$ cat config.mk
export PLATFORM = sky130hd
export DESIGN_NAME = parking_occupancy_counter
export DESIGN_NICKNAME = d
export VERILOG_FILES = /design/src/rtl/parking_occupancy_counter_pkg.sv /design/src/rtl/parking_occupancy_counter_gate_timer.sv /design/src/rtl/parking_occupancy_counter.sv
export SDC_FILE = /design/constraint.sdc
export NUM_CORES = 1
export LEC_CHECK = 0
export CELL_PAD_IN_SITES_DETAIL_PLACEMENT = 1
export CELL_PAD_IN_SITES_GLOBAL_PLACEMENT = 1
export CORE_ASPECT_RATIO = 2
export CORE_MARGIN = 10
export CORE_UTILIZATION = 45
export DETAILED_ROUTE_END_ITERATION = 6
export PLACE_DENSITY_LB_ADDON = 0.3
export SETUP_SLACK_MARGIN = 0.5
export SYNTH_ARGS = -nofsm -noshare
export SYNTH_HDL_FRONTEND = slang
export SYNTH_SLANG_ARGS = --single-unit
$ cat constraint.sdc
create_clock -name clk -period 4.85 [get_ports clk]
set_input_delay 0.97 -clock clk [delete_from_list [all_inputs] [get_ports clk]]
set_output_delay 0.97 -clock clk [all_outputs]
set_load 0.03 [all_outputs]
$ cat src/rtl/parking_occupancy_counter_pkg.sv
// Shared definitions for the car-park occupancy counter: default sizing,
// barrier FSM state encoding and a counter-width helper.
package parking_occupancy_counter_pkg;

    localparam int DEFAULT_WIDTH       = 8;
    localparam int DEFAULT_CAPACITY    = 200;
    localparam int DEFAULT_GATE_CYCLES = 16;

    typedef enum logic {
        GATE_IDLE = 1'b0,
        GATE_OPEN = 1'b1
    } gate_state_t;

    function automatic int count_width(input int max_value);
        return (max_value < 2) ? 1 : $clog2(max_value + 1);
    endfunction

endpackage

$ cat src/rtl/parking_occupancy_counter_gate_timer.sv
// Barrier timer: a start pulse holds gate_open high for exactly GATE_CYCLES
// cycles, beginning the cycle after start.
module parking_occupancy_counter_gate_timer
    import parking_occupancy_counter_pkg::*;
#(
    parameter int GATE_CYCLES = DEFAULT_GATE_CYCLES
) (
    input  logic clk,
    input  logic rst,
    input  logic start,
    output logic gate_open
);

    localparam int CW = count_width(GATE_CYCLES);

    gate_state_t   state_q, state_d;
    logic [CW-1:0] cnt_q, cnt_d;

    always_ff @(posedge clk or posedge rst) begin
        if (rst) begin
            state_q <= GATE_IDLE;
            cnt_q   <= '0;
        end else begin
            state_q <= state_d;
            cnt_q   <= cnt_d;
        end
    end

    // The counter holds the number of open cycles still to show, including the current one.
    always_comb begin
        state_d = state_q;
        cnt_d   = cnt_q;
        case (state_q)
            GATE_IDLE: begin
                if (start) begin
                    state_d = GATE_OPEN;
                    cnt_d   = CW'(GATE_CYCLES);
                end
            end
            GATE_OPEN: begin
                if (cnt_q == CW'(1)) begin
                    state_d = GATE_IDLE;
                    cnt_d   = '0;
                end else begin
                    cnt_d = cnt_q - CW'(1);
                end
            end
        endcase
    end

    assign gate_open = (state_q == GATE_OPEN);

endmodule

$ cat src/rtl/parking_occupancy_counter.sv
// Car-park occupancy counter: edge-detects entry/exit sensors, accepts or refuses
// each vehicle, tracks occupied/free spaces and drives the two barrier timers.
module parking_occupancy_counter
    import parking_occupancy_counter_pkg::*;
#(
    parameter int WIDTH       = DEFAULT_WIDTH,
    parameter int CAPACITY    = DEFAULT_CAPACITY,
    parameter int GATE_CYCLES = DEFAULT_GATE_CYCLES
) (
    input  logic             clk,
    input  logic             rst,
    input  logic             entry_req,
    input  logic             exit_req,
    output logic [WIDTH-1:0] occupied,
    output logic [WIDTH-1:0] free,
    output logic             full,
    output logic             empty,
    output logic             entry_gate_open,
    output logic             exit_gate_open,
    output logic             entry_reject,
    output logic             exit_error
);

    localparam logic [WIDTH-1:0] CAP = WIDTH'(CAPACITY);
    localparam logic [WIDTH-1:0] ONE = WIDTH'(1);

    logic             entry_hist_q, entry_hist_d;
    logic             exit_hist_q, exit_hist_d;
    logic [WIDTH-1:0] occupied_q, occupied_d;
    logic [WIDTH-1:0] free_q, free_d;
    logic             entry_reject_q, entry_reject_d;
    logic             exit_error_q, exit_error_d;
    logic             is_full, is_empty;
    logic             entry_evt, exit_evt;
    logic             entry_acc, exit_acc;

    // History resets to 1 so a sensor already high when reset releases is not seen as an arrival.
    always_ff @(posedge clk or posedge rst) begin
        if (rst) begin
            entry_hist_q   <= 1'b1;
            exit_hist_q    <= 1'b1;
            occupied_q     <= '0;
            free_q         <= CAP;
            entry_reject_q <= 1'b0;
            exit_error_q   <= 1'b0;
        end else begin
            entry_hist_q   <= entry_hist_d;
            exit_hist_q    <= exit_hist_d;
            occupied_q     <= occupied_d;
            free_q         <= free_d;
            entry_reject_q <= entry_reject_d;
            exit_error_q   <= exit_error_d;
        end
    end

    always_comb begin
        entry_hist_d = entry_req;
        exit_hist_d  = exit_req;
        is_full      = (occupied_q == CAP);
        is_empty     = (occupied_q == '0);

        // A sensor edge while its own barrier is still up belongs to the vehicle already passing.
        entry_evt = entry_req & ~entry_hist_q & ~entry_gate_open;
        exit_evt  = exit_req & ~exit_hist_q & ~exit_gate_open;
        entry_acc = entry_evt & ~is_full;
        exit_acc  = exit_evt & ~is_empty;

        entry_reject_d = entry_evt & is_full;
        exit_error_d   = exit_evt & is_empty;

        occupied_d = occupied_q;
        if (entry_acc && !exit_acc) begin
            occupied_d = occupied_q + ONE;
        end else if (exit_acc && !entry_acc) begin
            occupied_d = occupied_q - ONE;
        end
        free_d = CAP - occupied_d;
    end

    parking_occupancy_counter_gate_timer #(.GATE_CYCLES(GATE_CYCLES)) u_entry_gate (
        .clk       (clk),
        .rst       (rst),
        .start     (entry_acc),
        .gate_open (entry_gate_open)
    );

    parking_occupancy_counter_gate_timer #(.GATE_CYCLES(GATE_CYCLES)) u_exit_gate (
        .clk       (clk),
        .rst       (rst),
        .start     (exit_acc),
        .gate_open (exit_gate_open)
    );

    assign occupied     = occupied_q;
    assign free         = free_q;
    assign full         = is_full;
    assign empty        = is_empty;
    assign entry_reject = entry_reject_q;
    assign exit_error   = exit_error_q;

endmodule
==> results.json <==
{
  "synth_cell_types": 52,
  "powerDensity_mw_per_mm2": 751,
  "synth_edf_count": 0,
  "cp-startpoint": "free[0]$_DFF_PP0_",
  "leakage_nw": 0.903,
  "timing.final.crit_share_pct": 72.6,
  "grt_pass1_vias": 1564,
  "design.die.area_mm2": 0.00689,
  "slew_headroom_pct": 19.0,
  "peakVddDrop_uv": 410,
  "cts_inserted_buffers": 5,
  "antenna_found_initial": 0,
  "timing.hold.worst.class": "reg2reg",
  "root_buffer": "clkbuf_8",
  "cp.required_ns": 5.06,
  "insertion_delay_ns": 0.28,
  "synth-compound-area-share_pct": 12.7,
  "synth_fp_nets": 180,
  "muxShareOfSynthArea_pct": 2.31,
  "seq_area_frac_synth_pct": 45.1,
  "rsz0062_at_grt": "false",
  "ys_ff_latch": 31,
  "finalHoldViolCount": 0,
  "avgSynthCellArea_um2": 10.3,
  "vias": 1386,
  "grt-ovfl-total": 0,
  "tightest_slew_ns": 1.21,
  "grt_max_degree": 32,
  "status": "complete, no violations",
  "fmax_mhz": 284,
  "setup_violations": 0,
  "yosys_warnings": 0,
  "core_mm2": 0.00368,
  "synthSimpleGateAreaFrac_pct": 23.5,
  "track_usage_pct": 13.8,
  "async_reset_ff_share_pct": 100,
  "crit_path_top_delay_cell": "o31ai_1",
  "synth_top_family_by_area": "simple AND/OR/NAND/NOR gates",
  "synthXorXnorAreaFrac_pct": 5.99,
  "r2r-start": "free[0]$_DFF_PP0_",
  "netlist_area_mm2": 0.00173,
  "path_cells": "inv_1 > ha_1 > nand2b_1 > o31ai_1 > nor2_1 > o211ai_1 > o31a_1 > ha_1 > inv_1 > o311a_1 > nor3_1 > xor2_1",
  "maxSlewViolCount": 0,
  "ant_nets": 0,
  "max_stage_delay_ns": 0.81,
  "gp_congestion": 0.801,
  "min_period_ns": 3.52,
  "finalWirelength_um": 4580,
  "diodes": 0,
  "clkSinkCount": 31,
  "final_cell_count_no_fill": 247,
  "htree_num_levels": 2,
  "place_inst": 239,
  "nets": 208,
  "clkTransAtPathRegs_ns": 0.06,
  "cts.repair.resized": 0,
  "crit_type": "reg2reg",
  "io_buffer_count": 25,
  "tns_ns": 0,
  "worst_clock_skew_ns": 0.00660,
  "die_h_um": 108,
  "end_kind": "flop",
  "fill_cells": 420,
  "io_pins": 26,
  "cts_tree": "done",
  "dp_slack_ns": 1.17,
  "syn2layout_area_growth_pct": 20.6,
  "syn_inst": 169,
  "drt_iter0_drc": 35,
  "dieWidth_um": 63.9,
  "routed_via_density": 5.61,
  "dr.pass1.iters": 4,
  "layout_common_cells": "26 x dfrtp_1, 25 x clkdlybuf4s50_1, 15 x inv_1, 15 x nand2_1",
  "rows": 31,
  "synth_adder_area_share_pct": 5.05,
  "cts.path.max_buffers": 2,
  "wire_per_inst_um": 18.5,
  "hp-start": "u_entry_gate.cnt_q[4]$_DFFE_PP0P_",
  "setup_ws_ns": 1.33,
  "crit_arrival_ns": 3.73,
  "start_util_pct": 47.1,
  "utilization_pct": 56.7,
  "drc_errors": 0,
  "cts_setup_buffers": 0,
  "grt_pass1_wl_um": 7680,
  "synth_ff_type": "dfrtp_1",
  "drive_above_1_share_pct": 15.7,
  "crit_fanout": 7,
  "start_kind": "flop",
  "final_common_cell": "dfrtp_1",
  "maxCapViolCount": 0,
  "dp_hpwl_um": 3580,
  "ctsHoldBuffers": 0
}
## synth_stat cells, drive strengths merged, types with 3 or more instances
master / instances / area, um2
xnor2: 9 / 86.3
nand3: 4 / 20.0
and3: 8 / 61.3
nand2b: 3 / 18.8
o21ai: 7 / 35.0
dfstp: 5 / 131
dfrtp: 26 / 651
inv: 15 / 56.3
or3: 3 / 23.8
nor2: 11 / 41.3
ha: 7 / 87.6
nand2: 15 / 56.3
mux2i: 4 / 40.0
nor3: 12 / 65.1
## logic make-up (layout without fill, tap and decap cells)
group / after synthesis / in the layout
AO/OA/AOI/OAI: 27 / 27
XOR/XNOR: 11 / 11
adder cells (fa/ha/maj): 7 / 7
buffers and inverters: 19 / 48
flip-flops: 31 / 31
multiplexers: 4 / 4
AND/OR/NAND/NOR: 70 / 70
## metal layers
layer / share of wire (%) / wire length [um] / vias to the layer above / track usage (%)
met3: 4.0 / 184 / 9 / 4.07
met5: 0 / 0 / - / 0
met1: 35 / 1610 / 704 / 12.3
met4: 2.0 / 91 / 0 / 5.66
met2: 59 / 2690 / 25 / 27.2
li1: - / - / 648 / -
## state kept, by name, indices dropped and copies added (netlist names)
register                cells
occupied                    7
exit_hist_q                 1
u_entry_gate.gate_open      1
u_exit_gate.cnt_q           5
u_exit_gate.gate_open       1
exit_error                  1
free                        8
entry_hist_q                1
u_entry_gate.cnt_q          5
entry_reject                1
## critical path, delay by kind of cell, from the launching register on
kind	cells	cell delay, ns
compound gates	4	1.63
xor+xnor	1	0.17
simple gates	3	0.57
flops	1	0.45
fa+ha+maj	2	0.43
buf+inv	2	0.21
## layout make-up
type	instances	area [um2]	area share, %
clock buffer	7	76.3	3.65
clock inverter	1	5.00	0.239
inverter	15	56.3	2.69
multi-input combinational	119	860	41.1
sequential	31	782	37.4
tap	49	61.3	2.93
timing repair buffer	25	250	12.0
## report_power, final
| part | total [mW] | internal [mW] | switching (mW) |
|---|---|---|---|
| registers | 0.529 | 0.385 | 0.144 |
| logic | 0.849 | 0.361 | 0.488 |
| clock network | 0.192 | 0.100 | 0.0920 |
## stage by stage
stage	cell area (um2)	total power, mW	hold WS, ns
after CTS	2090	1.59	0.531
after detailed placement	2010	1.39	0.517
after global placement	2010	1.32	0.503
after floorplan	1730	1.09	0.484
final	2090	1.57	0.531
after global routing	2090	1.69	0.555
## final timing paths
path | slack, ns | depth (start not counted) | end
worst max-delay path | 1.33 | 12 | free[6]$_DFF_PP1_
worst min register to register | 0.53 | 1 | u_entry_gate.cnt_q[4]$_DFFE_PP0P_
max in group asynchronous | 2.80 | 2 | occupied[1]$_DFF_PP0_
worst min-delay path | 0.53 | 1 | u_entry_gate.cnt_q[4]$_DFFE_PP0P_
worst max register to register | 1.33 | 12 | free[6]$_DFF_PP1_
min in group asynchronous | 1.31 | 2 | exit_error$_DFF_PP0_
Power figures use the tool's default switching activity.
